## config.mk

```make
export PLATFORM = sky130hd
export DESIGN_NAME = quad_encoder_counter_flat
export DESIGN_NICKNAME = d
export VERILOG_FILES = /design/src/rtl/quad_encoder_pkg.sv /design/src/rtl/quad_encoder_counter_if.sv /design/src/rtl/encoder_input_filter.sv /design/src/rtl/quad_encoder_counter.sv /design/src/flat_wrapper.sv
export SDC_FILE = /design/constraint.sdc
export NUM_CORES = 1
export LEC_CHECK = 0
export ABC_CLOCK_PERIOD_IN_PS = 12300
export BUFFER_PORTS_ARGS = -buffer_cell sky130_fd_sc_hd__clkbuf_2
export CAP_MARGIN = 10
export CORE_ASPECT_RATIO = 0.7
export CORE_MARGIN = 2
export CORE_UTILIZATION = 40
export CTS_CLUSTER_SIZE = 10
export DETAILED_ROUTE_END_ITERATION = 8
export HOLD_SLACK_MARGIN = 0.02
export MAX_ROUTING_LAYER = met4
export SLEW_MARGIN = 20
export SYNTH_ARGS = -nofsm -noshare
export SYNTH_HDL_FRONTEND = slang
export SYNTH_SLANG_ARGS = --single-unit
```

## constraint.sdc

```tcl
create_clock -name csi_MCLK_clk -period 12.3 [get_ports csi_MCLK_clk]
set_clock_uncertainty 0.15 [all_clocks]
set_input_delay 1.845 -clock csi_MCLK_clk [delete_from_list [all_inputs] [get_ports csi_MCLK_clk]]
set_output_delay 1.845 -clock csi_MCLK_clk [all_outputs]
set_load 0.01 [all_outputs]
```

## src/rtl/quad_encoder_pkg.sv

```systemverilog
// Shared constants for the quadrature encoder counter: register map, CTRL/STATUS
// bit positions, decode mode encodings and the byte-lane merge used by bus writes.
package quad_encoder_pkg;

  localparam logic [2:0] ADDR_ID       = 3'd0;
  localparam logic [2:0] ADDR_POSITION = 3'd1;
  localparam logic [2:0] ADDR_STATUS   = 3'd2;
  localparam logic [2:0] ADDR_CTRL     = 3'd3;
  localparam logic [2:0] ADDR_INDEX    = 3'd4;
  localparam logic [2:0] ADDR_VELOCITY = 3'd5;
  localparam logic [2:0] ADDR_PERIOD   = 3'd6;

  localparam int unsigned CTRL_EN       = 0;
  localparam int unsigned CTRL_ZCLR     = 1;
  localparam int unsigned CTRL_INV      = 2;
  localparam int unsigned CTRL_MODE_LSB = 4;

  localparam int unsigned ST_DIR     = 0;
  localparam int unsigned ST_INDEX   = 1;
  localparam int unsigned ST_ILLEGAL = 2;
  localparam int unsigned ST_WRAP    = 3;

  localparam logic [1:0] MODE_X1 = 2'b00;
  localparam logic [1:0] MODE_X2 = 2'b01;
  localparam logic [1:0] MODE_X4 = 2'b10;

  localparam logic [5:0] CTRL_RESET = 6'h21;
  // Bit 3 of CTRL is unimplemented and always reads 0.
  localparam logic [5:0] CTRL_WMASK = 6'h37;

  function automatic logic [31:0] be_merge(input logic [31:0] old_val,
                                           input logic [31:0] wdata,
                                           input logic [3:0]  be);
    logic [31:0] res;
    for (int i = 0; i < 4; i++) begin
      res[8*i +: 8] = be[i] ? wdata[8*i +: 8] : old_val[8*i +: 8];
    end
    return res;
  endfunction

endpackage

```

## src/rtl/quad_encoder_counter_if.sv

```systemverilog
// Avalon-MM slave bundle of the encoder counter (avs_ctrl).
//   master: drives writedata/byteenable/address/write/read, samples readdata/waitrequest
//   slave : the counter side
interface quad_encoder_counter_if;
  logic [31:0] writedata;
  logic [31:0] readdata;
  logic [3:0]  byteenable;
  logic [2:0]  address;
  logic        write;
  logic        read;
  logic        waitrequest;

  modport master (
    output writedata, byteenable, address, write, read,
    input  readdata, waitrequest
  );

  modport slave (
    input  writedata, byteenable, address, write, read,
    output readdata, waitrequest
  );
endinterface

```

## src/rtl/encoder_input_filter.sv

```systemverilog
// One-bit input conditioner for an asynchronous encoder pin: 2-FF synchroniser
// followed by a stable-count filter.
//   csi_MCLK_clk     system clock
//   rsi_MRST_reset_n asynchronous active-low reset
//   pin_i            raw asynchronous pin
//   level_o          filtered level; moves only after FILT_LEN consecutive equal samples
module encoder_input_filter #(
  parameter int unsigned FILT_LEN = 4
) (
  input  logic csi_MCLK_clk,
  input  logic rsi_MRST_reset_n,
  input  logic pin_i,
  output logic level_o
);

  logic       sync1_q, sync2_q, level_q;
  logic [3:0] cnt_q;

  always_ff @(posedge csi_MCLK_clk or negedge rsi_MRST_reset_n) begin
    if (!rsi_MRST_reset_n) begin
      sync1_q <= 1'b0;
      sync2_q <= 1'b0;
      level_q <= 1'b0;
      cnt_q   <= '0;
    end else begin
      sync1_q <= pin_i;
      sync2_q <= sync1_q;
      // cnt_q holds how many consecutive samples already disagreed with level_q
      if (sync2_q == level_q) begin
        cnt_q <= '0;
      end else if (cnt_q == 4'(FILT_LEN - 1)) begin
        level_q <= sync2_q;
        cnt_q   <= '0;
      end else begin
        cnt_q <= cnt_q + 4'd1;
      end
    end
  end

  assign level_o = level_q;

endmodule

```

## src/rtl/quad_encoder_counter.sv

```systemverilog
// Quadrature encoder counter with Avalon-MM slave.
//   csi_MCLK_clk     system clock (only clock)
//   rsi_MRST_reset_n asynchronous active-low reset
//   avs_ctrl         Avalon-MM slave: 8 word registers, readdata registered (1-cycle latency)
//   A, B, Z          asynchronous encoder channels and index
// Filtered A/B are decoded x1/x2/x4 into a CNT_W-bit position, with index capture,
// illegal/wrap detection and a windowed, saturating velocity measurement.
module quad_encoder_counter
  import quad_encoder_pkg::*;
#(
  parameter int unsigned CNT_W    = 32,
  parameter int unsigned FILT_LEN = 4,
  parameter int unsigned VEL_W    = 16,
  parameter logic [31:0] ID_VALUE = 32'hEA680013
) (
  input logic                   csi_MCLK_clk,
  input logic                   rsi_MRST_reset_n,
  quad_encoder_counter_if.slave avs_ctrl,
  input logic                   A,
  input logic                   B,
  input logic                   Z
);

  localparam int unsigned DW = VEL_W + 1;  // velocity accumulator width
  localparam logic [CNT_W-1:0] POS_MAX = {1'b0, {(CNT_W-1){1'b1}}};
  localparam logic [CNT_W-1:0] POS_MIN = {1'b1, {(CNT_W-1){1'b0}}};
  localparam logic [DW-1:0]    ACC_MAX = {1'b0, {VEL_W{1'b1}}};
  localparam logic [DW-1:0]    ACC_MIN = {1'b1, {VEL_W{1'b0}}};
  localparam logic [VEL_W-1:0] VEL_MAX = {1'b0, {(VEL_W-1){1'b1}}};
  localparam logic [VEL_W-1:0] VEL_MIN = {1'b1, {(VEL_W-1){1'b0}}};

  // ---------------- input conditioning ----------------
  logic a_f, b_f, z_f;
  logic a_p_q, b_p_q, z_p_q;

  encoder_input_filter #(.FILT_LEN(FILT_LEN)) u_filt_a (
    .csi_MCLK_clk    (csi_MCLK_clk),
    .rsi_MRST_reset_n(rsi_MRST_reset_n),
    .pin_i           (A),
    .level_o         (a_f)
  );

  encoder_input_filter #(.FILT_LEN(FILT_LEN)) u_filt_b (
    .csi_MCLK_clk    (csi_MCLK_clk),
    .rsi_MRST_reset_n(rsi_MRST_reset_n),
    .pin_i           (B),
    .level_o         (b_f)
  );

  encoder_input_filter #(.FILT_LEN(FILT_LEN)) u_filt_z (
    .csi_MCLK_clk    (csi_MCLK_clk),
    .rsi_MRST_reset_n(rsi_MRST_reset_n),
    .pin_i           (Z),
    .level_o         (z_f)
  );

  // ---------------- registers ----------------
  logic [CNT_W-1:0] pos_q, pos_d, idx_q;
  logic [5:0]       ctrl_q;
  logic             dir_q, index_seen_q, illegal_q, wrap_q;
  logic [31:0]      period_q, win_q, win_d;
  logic [DW-1:0]    delta_q, delta_d;
  logic [VEL_W-1:0] vel_q, vel_d;
  logic [31:0]      readdata_q;

  // ---------------- decoder ----------------
  logic [1:0] mode;
  logic       a_chg, b_chg, illegal_ev, idx_ev;
  logic       step_raw, fwd_raw, step_en, step_fwd;

  assign mode       = ctrl_q[CTRL_MODE_LSB +: 2];
  assign a_chg      = a_f ^ a_p_q;
  assign b_chg      = b_f ^ b_p_q;
  assign illegal_ev = a_chg & b_chg;
  assign idx_ev     = z_f & ~z_p_q;

  // Forward order is AB = 00 -> 10 -> 11 -> 01: an A edge is forward when A != B
  // afterwards, a B edge is forward when A == B afterwards.
  always_comb begin
    step_raw = 1'b0;
    fwd_raw  = 1'b0;
    if (!illegal_ev) begin
      case (mode)
        MODE_X1: begin
          step_raw = a_chg & a_f;
          fwd_raw  = ~b_f;
        end
        MODE_X2: begin
          step_raw = a_chg;
          fwd_raw  = a_f ^ b_f;
        end
        MODE_X4, 2'b11: begin
          step_raw = a_chg | b_chg;
          fwd_raw  = a_chg ? (a_f ^ b_f) : ~(a_f ^ b_f);
        end
      endcase
    end
  end

  assign step_en  = step_raw & ctrl_q[CTRL_EN];
  assign step_fwd = fwd_raw ^ ctrl_q[CTRL_INV];

  // ---------------- bus decode ----------------
  logic        wr_pos, wr_status, wr_ctrl, wr_period;
  logic [31:0] rd_cur, wr_merged, status_w;
  logic [3:0]  st_clr;
  logic        unused_read;

  assign unused_read = avs_ctrl.read;
  assign wr_pos      = avs_ctrl.write && (avs_ctrl.address == ADDR_POSITION);
  assign wr_status   = avs_ctrl.write && (avs_ctrl.address == ADDR_STATUS);
  assign wr_ctrl     = avs_ctrl.write && (avs_ctrl.address == ADDR_CTRL);
  assign wr_period   = avs_ctrl.write && (avs_ctrl.address == ADDR_PERIOD);
  // Partial writes keep the unselected bytes of the current register value.
  assign wr_merged   = be_merge(rd_cur, avs_ctrl.writedata, avs_ctrl.byteenable);
  assign st_clr      = {4{wr_status & avs_ctrl.byteenable[0]}} & avs_ctrl.writedata[3:0];

  always_comb begin
    status_w             = '0;
    status_w[ST_DIR]     = dir_q;
    status_w[ST_INDEX]   = index_seen_q;
    status_w[ST_ILLEGAL] = illegal_q;
    status_w[ST_WRAP]    = wrap_q;
  end

  always_comb begin
    case (avs_ctrl.address)
      ADDR_ID:       rd_cur = ID_VALUE;
      ADDR_POSITION: rd_cur = 32'($signed(pos_q));
      ADDR_STATUS:   rd_cur = status_w;
      ADDR_CTRL:     rd_cur = {26'd0, ctrl_q};
      ADDR_INDEX:    rd_cur = 32'($signed(idx_q));
      ADDR_VELOCITY: rd_cur = 32'($signed(vel_q));
      ADDR_PERIOD:   rd_cur = period_q;
      default:       rd_cur = '0;
    endcase
  end

  // ---------------- position ----------------
  logic pos_zclr, pos_step, wrap_ev;

  assign pos_zclr = idx_ev & ctrl_q[CTRL_ZCLR];
  assign pos_step = step_en & ~wr_pos & ~pos_zclr;
  assign wrap_ev  = pos_step & (step_fwd ? (pos_q == POS_MAX) : (pos_q == POS_MIN));

  // Bus write beats zero-on-index, which beats the decoder step.
  always_comb begin
    pos_d = pos_q;
    if (wr_pos) begin
      pos_d = wr_merged[CNT_W-1:0];
    end else if (pos_zclr) begin
      pos_d = '0;
    end else if (step_en) begin
      pos_d = step_fwd ? pos_q + CNT_W'(1) : pos_q - CNT_W'(1);
    end
  end

  // ---------------- velocity ----------------
  logic [DW-1:0] step_inc, acc_sat;
  logic [DW:0]   acc;
  logic [VEL_W-1:0] delta_sat;

  assign step_inc = !step_en ? '0 : (step_fwd ? DW'(1) : '1);
  assign acc      = {delta_q[DW-1], delta_q} + {step_inc[DW-1], step_inc};
  // The accumulator itself saturates so long windows cannot wrap its sign.
  assign acc_sat  = (acc[DW] != acc[DW-1]) ? (acc[DW] ? ACC_MIN : ACC_MAX) : acc[DW-1:0];
  assign delta_sat = (delta_q[DW-1] != delta_q[VEL_W-1]) ?
                     (delta_q[DW-1] ? VEL_MIN : VEL_MAX) : delta_q[VEL_W-1:0];

  always_comb begin
    win_d   = win_q;
    delta_d = delta_q;
    vel_d   = vel_q;
    if (wr_period) begin
      win_d   = '0;
      delta_d = '0;
    end else if (period_q == 32'd0) begin
      win_d   = '0;
      delta_d = '0;
      vel_d   = '0;
    end else if (win_q == period_q - 32'd1) begin
      win_d   = '0;
      vel_d   = delta_sat;
      delta_d = step_inc;
    end else begin
      win_d   = win_q + 32'd1;
      delta_d = acc_sat;
    end
  end

  // ---------------- state ----------------
  always_ff @(posedge csi_MCLK_clk or negedge rsi_MRST_reset_n) begin
    if (!rsi_MRST_reset_n) begin
      a_p_q        <= 1'b0;
      b_p_q        <= 1'b0;
      z_p_q        <= 1'b0;
      pos_q        <= '0;
      idx_q        <= '0;
      ctrl_q       <= CTRL_RESET;
      dir_q        <= 1'b0;
      index_seen_q <= 1'b0;
      illegal_q    <= 1'b0;
      wrap_q       <= 1'b0;
      period_q     <= '0;
      win_q        <= '0;
      delta_q      <= '0;
      vel_q        <= '0;
      readdata_q   <= '0;
    end else begin
      a_p_q      <= a_f;
      b_p_q      <= b_f;
      z_p_q      <= z_f;
      pos_q      <= pos_d;
      win_q      <= win_d;
      delta_q    <= delta_d;
      vel_q      <= vel_d;
      readdata_q <= rd_cur;
      if (idx_ev) idx_q <= pos_q;
      if (step_en) dir_q <= step_fwd;
      // Hardware set wins over a coincident write-1-to-clear.
      index_seen_q <= idx_ev | (index_seen_q & ~st_clr[ST_INDEX]);
      illegal_q    <= illegal_ev | (illegal_q & ~st_clr[ST_ILLEGAL]);
      wrap_q       <= wrap_ev | (wrap_q & ~st_clr[ST_WRAP]);
      if (wr_ctrl) ctrl_q <= wr_merged[5:0] & CTRL_WMASK;
      if (wr_period) period_q <= wr_merged;
    end
  end

  assign avs_ctrl.readdata    = readdata_q;
  assign avs_ctrl.waitrequest = 1'b0;

endmodule
```

## src/flat_wrapper.sv

```systemverilog
// flat-port wrapper written by rule: the top's interface ports become plain ports
module quad_encoder_counter_flat import quad_encoder_pkg::*;
#(
  parameter int unsigned CNT_W    = 32,
  parameter int unsigned FILT_LEN = 4,
  parameter int unsigned VEL_W    = 16,
  parameter logic [31:0] ID_VALUE = 32'hEA680013
)
  (csi_MCLK_clk, rsi_MRST_reset_n, A, B, Z, avs_ctrl_writedata, avs_ctrl_byteenable, avs_ctrl_address, avs_ctrl_write, avs_ctrl_read, avs_ctrl_readdata, avs_ctrl_waitrequest);
  quad_encoder_counter_if avs_ctrl_i ();
  input logic csi_MCLK_clk;
  input logic rsi_MRST_reset_n;
  input logic A;
  input logic B;
  input logic Z;
  input wire logic [$bits(avs_ctrl_i.writedata)-1:0] avs_ctrl_writedata;
  input wire logic [$bits(avs_ctrl_i.byteenable)-1:0] avs_ctrl_byteenable;
  input wire logic [$bits(avs_ctrl_i.address)-1:0] avs_ctrl_address;
  input wire logic [$bits(avs_ctrl_i.write)-1:0] avs_ctrl_write;
  input wire logic [$bits(avs_ctrl_i.read)-1:0] avs_ctrl_read;
  output wire logic [$bits(avs_ctrl_i.readdata)-1:0] avs_ctrl_readdata;
  output wire logic [$bits(avs_ctrl_i.waitrequest)-1:0] avs_ctrl_waitrequest;
  assign avs_ctrl_i.writedata = avs_ctrl_writedata;
  assign avs_ctrl_i.byteenable = avs_ctrl_byteenable;
  assign avs_ctrl_i.address = avs_ctrl_address;
  assign avs_ctrl_i.write = avs_ctrl_write;
  assign avs_ctrl_i.read = avs_ctrl_read;
  assign avs_ctrl_readdata = avs_ctrl_i.readdata;
  assign avs_ctrl_waitrequest = avs_ctrl_i.waitrequest;
  quad_encoder_counter #(.CNT_W(CNT_W), .FILT_LEN(FILT_LEN), .VEL_W(VEL_W), .ID_VALUE(ID_VALUE)) u_core (.csi_MCLK_clk(csi_MCLK_clk), .rsi_MRST_reset_n(rsi_MRST_reset_n), .avs_ctrl(avs_ctrl_i), .A(A), .B(B), .Z(Z));
endmodule
```

==> impl_metrics.yaml, run 1 <==
drt:
  antenna_left: 0
  wl_um: 39600
  remaining_drc_errors: 0
  via_count: 11270
  wl_per_cell_um: 20.1
  first_pass_iters: 4
  drtIter0Drc: 924
  vias_per_cell: 5.73
yosys:
  syn_nets: 1564
  yosys.area.top_type: "dfrtp_1"
  synth_warnings: 0
  syn_inst: 1460
  synthArstFlopShare: 1.00
  synth-seq-cells: 226
  syn_avg_cell_area_um2: 9.45
  ys_types: 76
  synth_top_area_frac: 0.406
  yosys-top-cells-area: "dfrtp_1 41%, ha_1 5.1%, o21ai_0 4.6%"
  ys_seq_area_frac: 0.410
  synthFlopType: "dfrtp_1"
  syn_area_um2: 13800
  synth_edf_count: 0
worst_setup_path:
  slowest_delay_ns: 0.83
  cp-end-kind: "register"
  reg2reg_slack_ns: 5.67
  cp_cell_sequence: "ha_1 -> a21oi_1 -> nor2_1 -> or4b_2 -> buf_4 -> inv_2 -> and2_1 -> ha_1 -> a21o_1 -> a21o_1 -> a31oi_1 -> o21ai_0 -> or3_1 -> a311oi_1 -> nor2_1 -> nor3_4 -> a211oi_1"
  arrival_ns: 6.86
  required_ns: 12.53
  critPathSlowestCell: "and2_1"
  r2r_end: "u_core.delta_q[1]"
  reg2reg_from: "u_core.u_filt_a.level_o"
  critPathMaxFanout: 25
  crit_type: "register to register"
  reg2reg_depth: 17
  cp-start-kind: "register"
pwr:
  peakVddDrop_v: 0.000181
  p_per_area_nw_per_um2: 305
  p_total_uw: 4650
  leakage_uw: 0.00680
final_layout:
  drive_above_1_share: 0.132
  seq_area_um2: 5660
  multi_input_area_um2: 7710
  n_fill_cell: 3243
  synthToLayoutAreaGrowth_pct: 10.7
  num-nets-final: 1597
  final_cell_mix: "224 x dfrtp_1, 131 x nand2_1, 128 x o21ai_0"
  layout_commonest_cell: "dfrtp_1"
hold_path:
  min_to: "u_core.u_filt_z.sync2_q"
  holdCritPathClass: "register to register"
  worstHoldPathCells: 0
  hp-start: "u_core.u_filt_z.sync1_q"
die:
  io_pins: 79
  core-area_um2: 33700
  die_h_um: 159
  die_area_um2: 36000
  die_w_um: 226
  rows: 56
  initial_core_util: 0.409
grt:
  grt_pass1_vias: 10672
  antenna_found_initial: 1
  grt-ovfl-total: 0
  grt_pass1_wl_um: 62700
  track_usage: 0.229
  grt_max_degree: 105
sta:
  max_clock_freq_mhz: 151
  fin_tns_setup_ns: 0
  finalSetupViolCount: 0
  worst_slew_pin_slew_ns: 1.04
  hold_violations: 0
  maxSlewHeadroom: 0.304
  post-route-min-period_ns: 6.63
  worst_slack_ns: 5.67
  drv_slew: 0
  rsz0062_at_grt: "false"
  period_share: 0.539
clock_tree:
  clk_latency_ns: 0.55
  cts_setup_buffers: 0
  cts_max_path_buffers: 3
  root_buffer: "clkbuf_16"
  hold_buffers: 0
  cts_tree: "built"
  htree_levels: 1
  cts_made_buffers: 27
  ctsResizeCount: 0
  clk_pin_slew_ns: 0.06
  clock_sinks: 226
placement:
  portBuffers: 76
  place_hpwl_um: 28400
  place.gp.congestion: 0.893
  dpl_worst_slack_ns: 5.74
run_status:
  status: "finished, final reports clean"
flow_run:
  drv_cap: 0
worst max path at each step:
| stage | start | end | cells past startpoint |
|---|---|---|---|
| CTS | u_core.u_filt_a.level_o | u_core.delta_q[1] | 17 |
| global placement | u_core.u_filt_a.level_o | u_core.delta_q[1] | 17 |
| global route | u_core.u_filt_a.level_o | u_core.delta_q[1] | 17 |
| finish | u_core.u_filt_a.level_o | u_core.delta_q[1] | 17 |
| detailed placement | u_core.u_filt_a.level_o | u_core.delta_q[1] | 17 |
| floorplan | u_core.u_filt_a.level_o | u_core.delta_q[2] | 15 |
worst max-delay path: cells and delay by family (launching register included):
| family | cells | cell delay (ns) |
|---|---|---|
| and+or+nand+nor | 6 | 2.89 |
| buffers and inverters | 2 | 0.65 |
| DFF | 1 | 0.46 |
| adders and majority gates | 2 | 0.74 |
| AOI/OAI and AO/OA | 7 | 1.52 |
metal layers:
layer / GRT usage / vias up / routed length (µm)
met4: 0.0467 / 0 / 758
met3: 0.0517 / 43 / 3040
met1: 0.349 / 5533 / 19800
li1: - / 5359 / -
met2: 0.304 / 335 / 16000
met5: - / - / 0
layout make-up:
cell class / count / share of cell area
multi-input cells: 1128 / 0.505
flip-flops and latches: 226 / 0.371
clock buffers: 36 / 0.0478
well taps: 464 / 0.0380
repair buffers: 89 / 0.0320
inverters: 21 / 0.00516
clock inverters: 2 / 0.000902
diodes: 1 / 0.000164
synthesized netlist by cell type (8+ instances only):
master / count
ha_1: 56
a22o_1: 15
and4_1: 9
or3_1: 11
inv_1: 20
a2bb2oi_1: 16
xor2_1: 58
a21oi_1: 97
a211oi_2: 10
dfrtp_1: 224
a21o_1: 26
clkbuf_1: 58
nor3_1: 29
nand3_1: 32
a31oi_1: 16
nand3b_1: 9
nand2_1: 132
buf_1: 14
nor2_1: 112
a221o_1: 10
mux2_2: 47
nor2b_1: 14
o22a_1: 9
o22ai_1: 8
xnor2_1: 60
mux2i_1: 57
o21a_1: 10
nand2b_1: 10
and3_1: 17
o21ai_0: 128
nand4_1: 14
o21ai_1: 16
cell families (layout without fill, tap and decap cells):
kind of cell | Yosys count | count (layout) | share of synthesized area
AO/OA/AOI/OAI | 415 | 415 | 0.193
other | 1 | 2 | 0.000272
XOR/XNOR | 118 | 118 | 0.0749
flip-flops | 226 | 226 | 0.410
AND/OR/NAND/NOR | 432 | 432 | 0.155
multiplexers | 104 | 104 | 0.0797
buffers and inverters | 106 | 148 | 0.0333
adder cells (fa/ha/maj) | 58 | 58 | 0.0537
report_power, final:
part	switching [µW]	total [µW]	internal (µW)
registers	260	1240	983
clock network	309	716	407
logic	1540	2690	1150
total	2110	4650	2540
flip-flops by register name (all words and copies together), names as in the netlist, 4 cells and up:
name / count
u_core.avs_ctrl.readdata: 32
u_core.ctrl_q: 5
u_core.delta_q: 17
u_core.idx_q: 32
u_core.period_q: 32
u_core.pos_q: 32
u_core.u_filt_a.cnt_q: 4
u_core.u_filt_b.cnt_q: 4
u_core.u_filt_z.cnt_q: 4
u_core.vel_q: 16
u_core.win_q: 32
through the flow:
stage	std cells	cell area, µm²	util	hold slack (ns)
after floorplan	1460	13800	-	0.181
after global placement	1928	14500	0.431	0.186
after detailed placement	1928	14500	0.431	0.186
after CTS	1966	15300	0.453	0.198
after global routing	1966	15300	0.453	0.213
final	1967	15300	0.453	0.194
No activity file was read; power rests on OpenSTA's default activity.
==> run 2: changes to the inputs <==
--- a/config.mk
+++ b/config.mk
@@ -5,7 +5,8 @@
 export SDC_FILE = /design/constraint.sdc
 export NUM_CORES = 1
 export LEC_CHECK = 0
-export ABC_CLOCK_PERIOD_IN_PS = 12300
+export ABC_AREA = 1
+export ABC_CLOCK_PERIOD_IN_PS = 6730
 export BUFFER_PORTS_ARGS = -buffer_cell sky130_fd_sc_hd__clkbuf_2
 export CAP_MARGIN = 10
 export CORE_ASPECT_RATIO = 0.7
==> constraint.sdc (replaced) <==
create_clock -name csi_MCLK_clk -period 6.73 [get_ports csi_MCLK_clk]
set_clock_uncertainty 0.15 [all_clocks]
set_input_delay 1.0095 -clock csi_MCLK_clk [delete_from_list [all_inputs] [get_ports csi_MCLK_clk]]
set_output_delay 1.0095 -clock csi_MCLK_clk [all_outputs]
set_load 0.01 [all_outputs]
==> run 2 against run 1 <==
Effect of this change:
- clock power up 110%
- register-to-register slack worse by 3.9 ns
- fmax grew 32%
- global-route usage rose by 1.6 points
- critical path depth up 10
- critical path type unchanged
==> impl_metrics.yaml, run 2 <==
run_status:
  status: "finished, final reports clean"
yosys:
  synth-seq-cells: 226
  yosys-top-cells-area: "dfrtp_1 37%, nand2_1 14%, inv_1 7.4%"
  yosys.area.top_type: "dfrtp_1"
  syn_avg_cell_area_um2: 6.88
  ys_seq_area_frac: 0.374
  yosysMostFrequentCell: "nand2_1"
  syn_nets: 2303
  ys_top_cells_by_count: "567 x nand2_1, 297 x inv_1, 285 x nor2_1, 224 x dfrtp_1, 178 x o21ai_0"
  syn_area_um2: 15100
  ys_types: 53
  synthFlopType: "dfrtp_1"
  synth_edf_count: 0
  synth_top_area_frac: 0.370
  synthArstFlopShare: 1.00
  syn_inst: 2199
  synth_warnings: 0
final_layout:
  drive_above_1_share: 0.0852
  final_cell_mix: "566 x nand2_1, 297 x inv_1, 283 x nor2_1"
  seq_area_um2: 5660
  finalInstanceArea_um2: 16900
  n_fill_cell: 3881
  num-nets-final: 2362
  instances_no_fill: 2766
  layout_commonest_cell: "nand2_1"
  multi_input_area_um2: 8030
  diodes: 0
  synthToLayoutAreaGrowth_pct: 11.4
pwr:
  leakage_uw: 0.00872
  power.internal_uw: 4600
  p_sw_frac: 0.503
  p_switching_uw: 4660
  p_per_area_nw_per_um2: 549
  clock_power_share: 0.160
  power_frac_comb: 0.607
  power_frac_seq: 0.232
  peakVddDrop_v: 0.000370
clock_tree:
  clk_pin_slew_ns: 0.06
  clk_latency_ns: 0.57
  cts_setup_buffers: 0
  cts_max_path_buffers: 3
  cts_made_buffers: 28
  ctsResizeCount: 0
  hold_buffers: 0
  root_buffer: "clkbuf_16"
  htree_levels: 1
  cts_tree: "built"
  clock_sinks: 226
grt:
  grt-ovfl-total: 0
  grt_max_degree: 132
  antenna_found_initial: 0
  grt_pass1_wl_um: 74800
  track_usage: 0.245
  grt_pass1_vias: 13465
sta:
  rsz0062_at_grt: "false"
  period_share: 0.744
  fin_tns_setup_ns: 0
  worst_slew_pin_slew_ns: 0.990
  finalSetupViolCount: 0
  post-route-min-period_ns: 5.01
  max_clock_freq_mhz: 200
  worst_slack_ns: 1.72
  maxSlewHeadroom: 0.337
  hold_violations: 0
  drv_slew: 0
placement:
  place.gp.congestion: 0.952
  place_hpwl_um: 35600
  portBuffers: 76
  dpl_cell_area_um2: 16000
  placedCellCount: 2716
  dpl_worst_slack_ns: 1.74
worst_setup_path:
  cp-start-kind: "register"
  cp_top_family: "simple AND/OR/NAND/NOR gates"
  arrival_ns: 5.27
  critPathSlowestCell: "nand3_1"
  slowest_delay_ns: 0.48
  cp-end-kind: "register"
  critPathMaxFanout: 33
  required_ns: 7.00
  path_buf_inv: 5
  cp_common_cell: "nand2_1"
  crit_type: "register to register"
drt:
  antenna_left: 0
  wl_per_cell_um: 16.9
  first_pass_iters: 7
  drtIter0Drc: 1317
  vias_per_cell: 5.21
  wl_um: 46800
  via_count: 14417
  remaining_drc_errors: 0
die:
  die_h_um: 167
  io_pins: 79
  initial_core_util: 0.407
  die_area_um2: 39400
  die_w_um: 237
  rows: 59
  core-area_um2: 37200
hold_path:
  holdCritPathClass: "register to register"
flow_run:
  drv_cap: 0
==> run 2: final timing paths <==
path | from | end | slack (ns) | depth (start not counted)
worst max-delay path | u_core.u_filt_a.level_o | u_core.delta_q[12] | 1.72 | 27
worst min-delay path | u_core.u_filt_z.sync1_q | u_core.u_filt_z.sync2_q | 0.20 | 0
worst max register to register | u_core.u_filt_a.level_o | u_core.delta_q[12] | 1.72 | 27
worst min register to register | u_core.u_filt_z.sync1_q | u_core.u_filt_z.sync2_q | 0.20 | 0
max in group asynchronous | rsi_MRST_reset_n | u_core.idx_q[14] | 4.89 | 2
min in group asynchronous | rsi_MRST_reset_n | u_core.delta_q[8] | 0.29 | 1
==> run 2: cell type report <==
type | instances | area share
clock inverters | 3 | 0.00304
repair buffers | 87 | 0.0288
clock buffers | 47 | 0.0499
inverters | 316 | 0.0703
well taps | 488 | 0.0362
multi-input cells | 1599 | 0.476
flip-flops and latches | 226 | 0.336
==> run 2: power by group through the flow <==
stage / sequential [µW] / clock [µW] / combinational, µW
final: 2150 / 1480 / 5630
after global routing: 2200 / 1570 / 6480
after CTS: 2140 / 1520 / 5580
after detailed placement: 2160 / 0 / 5550
after global placement: 2150 / 0 / 5480
after floorplan: 2030 / 0 / 4220
==> run 2: kinds of logic after synthesis <==
family | count (synthesis) | synth area share
buffers and inverters | 374 | 0.0961
muxes | 1 | 0.000661
adders and majority gates | 58 | 0.0489
other | 1 | 0.000248
and+or+nand+nor | 1133 | 0.318
AOI/OAI and AO/OA | 338 | 0.123
xor gates and xnor gates | 68 | 0.0393
DFF | 226 | 0.374
==> run 2: per-stage QoR <==
stage | hold WS (ns) | power (µW) | utilization
floorplan | 0.181 | 6250 | -
global placement | 0.189 | 7630 | 0.429
detailed placement | 0.192 | 7700 | 0.429
CTS | 0.209 | 9230 | 0.453
global route | 0.212 | 10200 | 0.453
finish | 0.205 | 9260 | 0.453
==> run 2: layer usage <==
layer | wire [µm] | global-route usage | vias to the layer above | part of all wire
met2 | 18800 | 0.348 | 465 | 0.40
met5 | 0 | - | - | 0
met1 | 23300 | 0.366 | 6736 | 0.50
li1 | - | - | 7157 | -
met3 | 3820 | 0.0449 | 59 | 0.082
met4 | 773 | 0.0407 | 0 | 0.017
